File: src/rtl/memory_stage.sv
`default_nettype none
// ============================================================================
// Module   : memory_stage
// Purpose  : RV32I memory pipeline stage. Latches the execute result, performs
//            loads/stores over a req/gnt/rvalid data-memory port, stalls
//            upstream while an access is in flight, and delivers the writeback
//            value plus the ALU forwarding value.
// Ports    : clk, reset (sync, active-high)
//            in_*        : execute-stage result and control
//            stall       : upstream hold, high whenever an access is in flight
//            alu_result_memory : latched ALU result for execute forwarding
//            dmem_*      : data-memory request/response channel
//            out_*       : registered writeback fields, out_valid pulses once
//                          per completed instruction
// Options  : MEMORY_STAGE_MISALIGN_TRAP_EN adds out_misaligned; misaligned
//            loads/stores then complete immediately without a memory access.
//            When undefined, unused low address bits are ignored.
// Revision : 1.0 - initial release
// ============================================================================
module memory_stage #(
  parameter int XLEN     = 32,
  parameter int ADDR_LSB = 2
) (
  input  logic              clk,
  input  logic              reset,
  input  logic              in_valid,
  input  logic              in_mem_read,
  input  logic              in_mem_write,
  input  logic [2:0]        in_funct3,
  input  logic [XLEN-1:0]   in_alu_result,
  input  logic [XLEN-1:0]   in_store_data,
  input  logic [4:0]        in_rd,
  input  logic              in_reg_write,
  output logic              stall,
  output logic [XLEN-1:0]   alu_result_memory,
  output logic              dmem_req,
  output logic              dmem_we,
  output logic [XLEN-1:0]   dmem_addr,
  output logic [XLEN-1:0]   dmem_wdata,
  output logic [XLEN/8-1:0] dmem_wstrb,
  input  logic              dmem_gnt,
  input  logic              dmem_rvalid,
  input  logic [XLEN-1:0]   dmem_rdata,
  output logic              out_valid,
  output logic [XLEN-1:0]   out_result,
`ifdef MEMORY_STAGE_MISALIGN_TRAP_EN
  output logic              out_misaligned,
`endif
  output logic [4:0]        out_rd,
  output logic              out_reg_write
);

  localparam int c_STRB_W = XLEN / 8;

  typedef enum logic [1:0] {
    ST_IDLE = 2'd0,
    ST_REQ  = 2'd1,
    ST_WAIT = 2'd2
  } state_t;

  state_t r_state;
  state_t w_next_state;

  // Latched execute result
  logic              r_mem_read;
  logic              r_mem_write;
  logic [2:0]        r_funct3;
  logic [XLEN-1:0]   r_alu_result;
  logic [XLEN-1:0]   r_store_data;
  logic [4:0]        r_rd;
  logic              r_reg_write;

  // Registered writeback outputs
  logic              r_out_valid;
  logic [XLEN-1:0]   r_out_result;
  logic [4:0]        r_out_rd;
  logic              r_out_reg_write;

  logic              w_accept;
  logic              w_is_mem;
  logic              w_misaligned;
  logic              w_in_req;
  logic [c_STRB_W-1:0] w_wstrb;
  logic [XLEN-1:0]   w_wdata;
  logic [7:0]        w_byte;
  logic [15:0]       w_half;
  logic [XLEN-1:0]   w_load_value;

  assign w_is_mem = in_mem_read | in_mem_write;
  assign w_accept = in_valid && (r_state == ST_IDLE);

`ifdef MEMORY_STAGE_MISALIGN_TRAP_EN
  logic r_out_misaligned;

  // Size comes from funct3[1:0]: 00 byte, 01 half, 1x word (incl. reserved).
  always_comb begin
    w_misaligned = 1'b0;
    if (w_is_mem) begin
      if (in_funct3[1])
        w_misaligned = |in_alu_result[1:0];
      else if (in_funct3[0])
        w_misaligned = in_alu_result[0];
    end
  end

  assign out_misaligned = r_out_misaligned;
`else
  assign w_misaligned = 1'b0;
`endif

  // --------------------------------------------------------------------------
  // FSM
  // --------------------------------------------------------------------------
  always_ff @(posedge clk) begin
    if (reset)
      r_state <= ST_IDLE;
    else
      r_state <= w_next_state;
  end

  always_comb begin
    w_next_state = r_state;
    stall        = 1'b0;
    w_in_req     = 1'b0;
    case (r_state)
      ST_IDLE: begin
        if (w_accept && w_is_mem && !w_misaligned)
          w_next_state = ST_REQ;
      end
      ST_REQ: begin
        stall    = 1'b1;
        w_in_req = 1'b1;
        if (dmem_gnt)
          w_next_state = r_mem_read ? ST_WAIT : ST_IDLE;
      end
      ST_WAIT: begin
        stall = 1'b1;
        if (dmem_rvalid)
          w_next_state = ST_IDLE;
      end
      default: w_next_state = ST_IDLE;
    endcase
  end

  // --------------------------------------------------------------------------
  // Request channel: everything is zero outside REQ so the port is quiet at
  // reset and between accesses.
  // --------------------------------------------------------------------------
  always_comb begin
    w_wstrb = '0;
    w_wdata = '0;
    if (w_in_req) begin
      case (r_funct3[1:0])
        2'b00: begin
          w_wstrb = 4'b0001 << r_alu_result[1:0];
          w_wdata = {4{r_store_data[7:0]}};
        end
        2'b01: begin
          w_wstrb = 4'b0011 << {r_alu_result[1], 1'b0};
          w_wdata = {2{r_store_data[15:0]}};
        end
        default: begin
          w_wstrb = 4'b1111;
          w_wdata = r_store_data;
        end
      endcase
    end
  end

  assign dmem_req   = w_in_req;
  assign dmem_we    = w_in_req & r_mem_write;
  assign dmem_addr  = w_in_req ? {r_alu_result[XLEN-1:ADDR_LSB], {ADDR_LSB{1'b0}}} : '0;
  assign dmem_wdata = w_wdata;
  assign dmem_wstrb = w_wstrb;

  // --------------------------------------------------------------------------
  // Load lane extraction and extension
  // --------------------------------------------------------------------------
  always_comb begin
    case (r_alu_result[1:0])
      2'd0:    w_byte = dmem_rdata[7:0];
      2'd1:    w_byte = dmem_rdata[15:8];
      2'd2:    w_byte = dmem_rdata[23:16];
      default: w_byte = dmem_rdata[31:24];
    endcase
    w_half = r_alu_result[1] ? dmem_rdata[31:16] : dmem_rdata[15:0];
    case (r_funct3)
      3'b000:  w_load_value = {{(XLEN-8){w_byte[7]}}, w_byte};
      3'b001:  w_load_value = {{(XLEN-16){w_half[15]}}, w_half};
      3'b100:  w_load_value = {{(XLEN-8){1'b0}}, w_byte};
      3'b101:  w_load_value = {{(XLEN-16){1'b0}}, w_half};
      default: w_load_value = dmem_rdata;
    endcase
  end

  // --------------------------------------------------------------------------
  // Input latch and writeback registers
  // --------------------------------------------------------------------------
  always_ff @(posedge clk) begin
    if (reset) begin
      r_mem_read      <= 1'b0;
      r_mem_write     <= 1'b0;
      r_funct3        <= '0;
      r_alu_result    <= '0;
      r_store_data    <= '0;
      r_rd            <= '0;
      r_reg_write     <= 1'b0;
      r_out_valid     <= 1'b0;
      r_out_result    <= '0;
      r_out_rd        <= '0;
      r_out_reg_write <= 1'b0;
`ifdef MEMORY_STAGE_MISALIGN_TRAP_EN
      r_out_misaligned <= 1'b0;
`endif
    end else begin
      r_out_valid <= 1'b0;
`ifdef MEMORY_STAGE_MISALIGN_TRAP_EN
      r_out_misaligned <= 1'b0;
`endif
      if (w_accept) begin
        r_mem_read   <= in_mem_read;
        r_mem_write  <= in_mem_write;
        r_funct3     <= in_funct3;
        r_alu_result <= in_alu_result;
        r_store_data <= in_store_data;
        r_rd         <= in_rd;
        r_reg_write  <= in_reg_write;
        if (!w_is_mem) begin
          // ALU-only instruction completes one cycle after accept.
          r_out_valid     <= 1'b1;
          r_out_result    <= in_alu_result;
          r_out_rd        <= in_rd;
          r_out_reg_write <= in_reg_write;
        end else if (w_misaligned) begin
          // Trap completion reports the faulting address, never writes rd.
          r_out_valid     <= 1'b1;
          r_out_result    <= in_alu_result;
          r_out_rd        <= in_rd;
          r_out_reg_write <= 1'b0;
`ifdef MEMORY_STAGE_MISALIGN_TRAP_EN
          r_out_misaligned <= 1'b1;
`endif
        end
      end
      if ((r_state == ST_REQ) && dmem_gnt && !r_mem_read) begin
        r_out_valid     <= 1'b1;
        r_out_result    <= r_alu_result;
        r_out_rd        <= r_rd;
        r_out_reg_write <= 1'b0;
      end
      if ((r_state == ST_WAIT) && dmem_rvalid) begin
        r_out_valid     <= 1'b1;
        r_out_result    <= w_load_value;
        r_out_rd        <= r_rd;
        r_out_reg_write <= r_reg_write;
      end
    end
  end

  assign alu_result_memory = r_alu_result;
  assign out_valid         = r_out_valid;
  assign out_result        = r_out_result;
  assign out_rd            = r_out_rd;
  assign out_reg_write     = r_out_reg_write;

endmodule
`default_nettype wire
File: config.mk
export PLATFORM = sky130hd
export DESIGN_NAME = memory_stage
export DESIGN_NICKNAME = d
export VERILOG_FILES = /design/src/rtl/memory_stage.sv
export SDC_FILE = /design/constraint.sdc
export NUM_CORES = 1
export LEC_CHECK = 0
export CAP_MARGIN = 15
export CORE_ASPECT_RATIO = 0.5
export CORE_UTILIZATION = 47
export DETAILED_ROUTE_END_ITERATION = 8
export GPL_TIMING_DRIVEN = 0
export PLACE_DENSITY = 0.86
export SLEW_MARGIN = 5
export SYNTH_ARGS = -nofsm -noshare
export SYNTH_HDL_FRONTEND = slang
export SYNTH_SLANG_ARGS = --single-unit
File: constraint.sdc
create_clock -name clk -period 4.8 [get_ports clk]
set_input_delay 0.96 -clock clk [delete_from_list [all_inputs] [get_ports clk]]
set_output_delay 0.96 -clock clk [all_outputs]
set_load 0.05 [all_outputs]
==> flow_summary.json, run 1 <==
{
  "slowest_delay_ns": 0.81,
  "synthSimpleGateAreaFrac_pct": 31.01,
  "crit_family": "buffers and inverters",
  "clock-sinks": 116,
  "regToRegSetupSlack_ns": 2.33,
  "dp_hpwl_um": 18320,
  "p_switching_w": 0.001227,
  "status": "completed",
  "path_buf_inv": 5,
  "cts_made_buffers": 17,
  "dieArea_sq_mm": 0.01376,
  "synthTopCellsByArea": "dfxtp_1 (37%), nand2_1 (15%), a21oi_1 (9.6%), and2_1 (4.9%), mux2i_1 (3.2%)",
  "ys_async_sr_fraction_pct": 0,
  "final_nets": 1241,
  "setup_viol_count_final": 0,
  "slowest_stage": "clkdlybuf4s50_1",
  "post-route-period-util_pct": 84.76,
  "synth_compound_area_share_pct": 21.61,
  "gp_congestion": 0.9119,
  "avgRoutedWirePerCell_um": 18.75,
  "seqPwrFrac_pct": 32.5,
  "drive_gt1_share_pct": 5.712,
  "cts_root_buffer": "clkbuf_16",
  "syn_area_per_cell_sq_um": 7.301,
  "cts_setup_buffers": 0,
  "synth_xor_area_share_pct": 0,
  "r2r-end": "alu_result_memory[26]",
  "grtUsageTotal_pct": 35.79,
  "grt_pass1_vias": 7174,
  "first_iter_violations": 777,
  "synth_mux_area_share_pct": 3.572,
  "dp_slack_ns": 1.207,
  "power_w": 0.003405,
  "fin_crit_ns": 4.068,
  "ff2ff_path_depth": 7,
  "grt_pass1_wl_um": 38060,
  "worstPathArrival_ns": 3.11,
  "boundaryPins": 254,
  "slew_headroom_pct": 40.66,
  "cts_hold_buf": 0,
  "grt_max_degree": 17,
  "worstHoldStart": "r_store_data[23]",
  "clock_latency_ns": 0.42,
  "endpoint_kind": "output pin",
  "tightest_slew_ns": 0.8869,
  "htreeDepth": 4,
  "coreArea_sq_mm": 0.01281,
  "die_w_um": 164.9,
  "hold_end": "r_store_data[23]",
  "startpoint_type": "flip-flop",
  "overflow": 0,
  "num_rows": 29,
  "netlist_area_sq_mm": 0.006235,
  "crit_type": "reg2out",
  "leakage_nw": 3.532,
  "route.detailed.drc": 0,
  "ant_nets": 0,
  "path_common_cell": "clkbuf_1",
  "worstPathMaxFanout": 10,
  "post_synth_num_cell_types": 46,
  "synth-edff-count": 0,
  "dr.pass1.iters": 6,
  "power_density_mw_per_mm2": 356.2,
  "rsz0062_at_grt": "false",
  "fin_tns_setup_ns": 0,
  "setup_ws_ns": 0.7317,
  "ir_drop_uv": 268.3,
  "hold_depth": 2,
  "portBuffers": 251,
  "swShare_pct": 36.03,
  "synth-main-ff-cell": "dfxtp_1",
  "drt-total-wl_um": 24520,
  "synth-seq-cells": 116,
  "hold_violations": 0,
  "clkPwrFrac_pct": 38.0,
  "cts_tree": "built",
  "die_height_um": 83.44,
  "clk_pin_slew_ns": 0.06,
  "synth_top_cell_area_share_pct": 37.25,
  "synthCells": 854,
  "comb_power_share_pct": 29.5,
  "yosys_warnings": 0,
  "max_cap_viol_count": 0,
  "fillers": 1004,
  "p_int_w": 0.002178,
  "vias": 7462,
  "synth_seq_area_share_pct": 37.25,
  "cts_buffer_depth": 2,
  "cp.required_ns": 3.84,
  "ctsResizeCount": 0,
  "syn_to_final_growth_pct": 53.32,
  "fin_worst_skew_ns": 0.008604,
  "via_per_inst": 5.705,
  "slew_violations": 0,
  "synth_top_family_by_area": "simple AND/OR/NAND/NOR gates",
  "post-synth-top-area-cell": "dfxtp_1",
  "antenna_cells": 0,
  "initial_core_util_pct": 48.68,
  "antenna_found_initial": 0,
  "fmax_mhz": 245.8,
  "min_path_type": "reg2reg",
  "synthAdderAreaFrac_pct": 0.8027,
  "reg2reg_from": "r_state[0]",
  "cp_cell_sequence": "inv_1 > ha_1 > buf_2 > clkbuf_1 > clkbuf_1 > and2_1 > clkdlybuf4s50_1"
}
## layer usage
layer / global-route usage [%] / share of wire [%] / wire length (um) / up-vias
li1: - / - / - / 3449
met1: 48.13 / 43 / 10490 / 3498
met2: 58.37 / 47 / 11470 / 450
met3: 6.094 / 8.3 / 2032 / 65
met4: 11.01 / 2.1 / 527 / 0
met5: 0 / 0 / 0 / -
## power by group through the flow
stage / sequential [W] / clock [W] / combinational [W]
detailed placement: 0.00112 / 0 / 0.000985
finish: 0.00111 / 0.00129 / 0.00101
global placement: 0.00112 / 0 / 0.000969
CTS: 0.00110 / 0.00129 / 0.000992
floorplan: 0.00127 / 0 / 0.000449
global route: 0.00111 / 0.00134 / 0.00106
## stage by stage
stage,area [sq um],cells,hold WS (ns),util [%]
after detailed placement,8964,1276,0.4463,69.98
after global routing,9559,1308,0.4836,74.63
after global placement,8964,1276,0.4423,69.98
final,9559,1308,0.4539,74.63
after floorplan,6238,855,0.4317,-
after CTS,9559,1308,0.4548,74.63
## worst max-delay path by stage
stage	slack, ns	from	cells past startpoint	endpoint
after detailed placement	1.21	r_state[1]	7	dmem_addr[21]
after floorplan	1.33	r_state[1]	5	dmem_wdata[10]
after global placement	1.30	r_state[1]	7	dmem_addr[21]
after CTS	0.75	r_state[1]	7	dmem_addr[21]
after global routing	0.58	r_state[1]	7	dmem_addr[21]
final	0.73	r_state[1]	7	dmem_addr[21]
## layout make-up
type,instances,area (sq um),share of cell area (%)
repair buffers,251,2512,26.28
inverters,7,26.28,0.2749
clock inverters,15,170.2,1.780
clock buffers,17,425.4,4.450
well taps,170,212.7,2.225
plain buffers,74,329.1,3.442
flip-flops and latches,116,2322,24.29
multi-input cells,658,3561,37.25
## registers in the layout (all words and copies together) (netlist names)
signal,count
r_rd,5
out_result,32
r_mem_read,1
r_reg_write,1
alu_result_memory,32
out_valid,1
r_mem_write,1
r_funct3,3
out_reg_write,1
r_state,2
out_rd,5
r_store_data,32
## worst min-delay path: stages (launching register included)
cell     delay [ns]
dfxtp_1        0.31
nand2_1        0.05
a21oi_1        0.05
## kinds of logic after synthesis
group	after synthesis
AO/OA/AOI/OAI	220
adder cells (fa/ha/maj)	4
buffers and inverters	81
flip-flops	116
multiplexers	21
other	1
AND/OR/NAND/NOR	411
## synthesized netlist by cell type (2+ instances only)
cell type	number
nor2b_1	20
a211o_1	6
a21boi_0	8
a311oi_1	5
clkbuf_1	44
a22o_1	8
or3_1	7
ha_1	4
o21ai_0	24
dfxtp_1	116
nand2_1	243
and3b_1	15
a21o_1	16
a21oi_1	120
a221oi_1	2
o32ai_1	6
nor2_1	20
and3_1	6
or2_2	3
nand3_1	35
buf_1	6
mux2i_1	20
buf_4	6
and2_1	49
buf_2	17
a22oi_1	17
inv_1	7
nand2b_1	6
## cells in the final DEF (no fill, tap or decap), types with 15 or more instances in the layout
master           Yosys  routed
clkdlybuf4s50_1      0     251
nand2_1            243     243
a21oi_1            120     120
dfxtp_1            116     116
and2_1              49      49
clkbuf_1            44      44
nand3_1             35      35
o21ai_0             24      24
nor2b_1             20      20
nor2_1              20      20
mux2i_1             20      20
buf_2               17      17
a22oi_1             17      17
clkbuf_16            0      17
a21o_1              16      16
and3b_1             15      15
Power figures use the tool's default switching activity.
==> run 2: changes to the inputs <==
--- a/config.mk
+++ b/config.mk
@@ -7,10 +7,10 @@
 export LEC_CHECK = 0
 export CAP_MARGIN = 15
 export CORE_ASPECT_RATIO = 0.5
-export CORE_UTILIZATION = 47
+export CORE_UTILIZATION = 44
 export DETAILED_ROUTE_END_ITERATION = 8
 export GPL_TIMING_DRIVEN = 0
-export PLACE_DENSITY = 0.86
+export PLACE_DENSITY = 0.82
 export SLEW_MARGIN = 5
 export SYNTH_ARGS = -nofsm -noshare
 export SYNTH_HDL_FRONTEND = slang
==> constraint.sdc (replaced) <==
create_clock -name clk -period 3.9 [get_ports clk]
set_input_delay 0.78 -clock clk [delete_from_list [all_inputs] [get_ports clk]]
set_output_delay 0.78 -clock clk [all_outputs]
set_load 0.05 [all_outputs]
==> flow_summary.json, run 2 (synthesized netlist as in run 1, its figures left out) <==
{
  "status": "completed",
  "power_density_mw_per_mm2": 427.5,
  "dieArea_sq_mm": 0.01468,
  "use_met2_pct": 54.43,
  "post-route-period-util_pct": 95.20,
  "worstPathMaxFanout": 10,
  "gp_congestion": 0.9459,
  "dp_slack_ns": 0.5318,
  "die_height_um": 86.17,
  "slowest_delay_ns": 0.80,
  "cts_made_buffers": 17,
  "power_w": 0.004083,
  "final_nets": 1241,
  "via_per_inst": 5.549,
  "grt_pass1_vias": 6869,
  "cts_tree": "built",
  "first_iter_violations": 716,
  "leakage_nw": 3.525,
  "utilization_pct": 69.71,
  "htreeDepth": 4,
  "fillers": 1146,
  "slew_violations": 0,
  "endpoint_kind": "output pin",
  "setup_viol_count_final": 0,
  "worstPathArrival_ns": 2.93,
  "boundaryPins": 254,
  "slew_headroom_pct": 42.55,
  "initial_core_util_pct": 45.51,
  "antenna_cells": 0,
  "fin_worst_skew_ns": 0.005457,
  "fmax_mhz": 269.4,
  "clock_latency_ns": 0.41,
  "hold_depth": 2,
  "cts_buffer_depth": 2,
  "dr.pass1.iters": 6,
  "num_rows": 30,
  "met3_usage_pct": 5.753,
  "dp_hpwl_um": 18390,
  "ir_drop_uv": 263.3,
  "grt_max_degree": 17,
  "clock-sinks": 116,
  "rsz0062_at_grt": "false",
  "overflow": 0,
  "route.detailed.drc": 0,
  "setup_ws_ns": 0.1874,
  "final_cell_mix": "clkdlybuf4s50_1 (251), nand2_1 (243), a21oi_1 (120), dfxtp_1 (116), and2_1 (49)",
  "reg2reg_from": "r_state[1]",
  "r2r-end": "r_reg_write",
  "max_cap_viol_count": 0,
  "worstHoldStart": "r_store_data[22]",
  "coreArea_sq_mm": 0.01370,
  "grt_pass1_wl_um": 37060,
  "tightest_slew_ns": 0.8586,
  "grtUsageTotal_pct": 32.83,
  "ant_nets": 0,
  "grt_use_met1_pct": 44.05,
  "avgRoutedWirePerCell_um": 18.34,
  "holdWs_ns": 0.4570,
  "regToRegSetupSlack_ns": 1.48,
  "drive_gt1_share_pct": 5.800,
  "antenna_found_initial": 0,
  "portBuffers": 251,
  "min_path_type": "reg2reg",
  "final_common_cell": "clkdlybuf4s50_1",
  "hold_violations": 0,
  "clk_pin_slew_ns": 0.06,
  "grt-busiest-layer": "met2",
  "startpoint_type": "flip-flop",
  "fin_crit_ns": 3.713,
  "slowest_stage": "clkdlybuf4s50_1",
  "fin_tns_setup_ns": 0,
  "ff2ff_path_depth": 7,
  "syn_to_final_growth_pct": 53.18,
  "hold_end": "r_store_data[22]",
  "path_common_cell": "clkbuf_1",
  "cts_root_buffer": "clkbuf_16",
  "vias": 7380,
  "cp_cell_sequence": "inv_1 > ha_1 > buf_2 > clkbuf_1 > clkbuf_1 > and2_1 > clkdlybuf4s50_1",
  "cp.required_ns": 3.12,
  "die_w_um": 170.3,
  "drt-total-wl_um": 24390,
  "crit_type": "reg2out"
}
[run 2: cell types whose count changed in the layout (fill, tap and decap cells not counted), sizes merged]
cell / change
clkinv: +6
inv: -4
bufinv: -1
clkinvlp: -1
[run 2: cell type report]
cell class,instances,area [sq um],share of cell area [%]
multi-input cells,658,3561,37.29
clock inverters,15,132.6,1.389
plain buffers,74,330.3,3.459
clock buffers,17,425.4,4.454
flip-flops and latches,116,2322,24.32
well taps,192,240.2,2.515
repair buffers,251,2512,26.31
inverters,7,26.28,0.2751
[run 2: how the worst max path moves through the flow]
stage,from,endpoint,slack [ns],depth (start not counted)
after floorplan,r_state[1],dmem_wdata[10],0.61,5
after global placement,r_state[1],dmem_addr[21],0.56,7
after detailed placement,r_state[1],dmem_addr[27],0.53,7
after CTS,r_state[1],dmem_addr[27],0.10,7
after global routing,r_state[1],dmem_wdata[6],0.03,7
final,r_state[1],dmem_wdata[6],0.19,7
[run 2: worst max-delay path, delay by kind of cell, from the launching register on]
kind          cells  cell delay (ns)
buf+inv           5             1.82
flops             1             0.33
simple gates      1             0.19
fa+ha+maj         1             0.17
[run 2: through the flow]
step                instance area [sq um]  instances
floorplan                            6238        855
global placement                     8991       1298
detailed placement                   8991       1298
CTS                                  9549       1330
global route                         9550       1330
finish                               9550       1330
[run 2: per-layer routing]
layer | part of all wire, % | vias to the layer above
li1 | - | 3440
met1 | 43 | 3483
met2 | 46 | 412
met3 | 9.0 | 45
met4 | 1.8 | 0
met5 | 0 | -
[run 2: what timing repair did]
item	in CTS	in global routing
gates resized for setup	0	2
endpoints found under the setup margin	0	10
hold buffers	0	0
setup buffers	0	0
[run 2: where the power goes]
part,leakage [nW],internal [W],switching [W]
Combinational,2.31,0.000442,0.000793
Sequential,0.950,0.00128,0.0000769
Clock,0.266,0.000879,0.000610
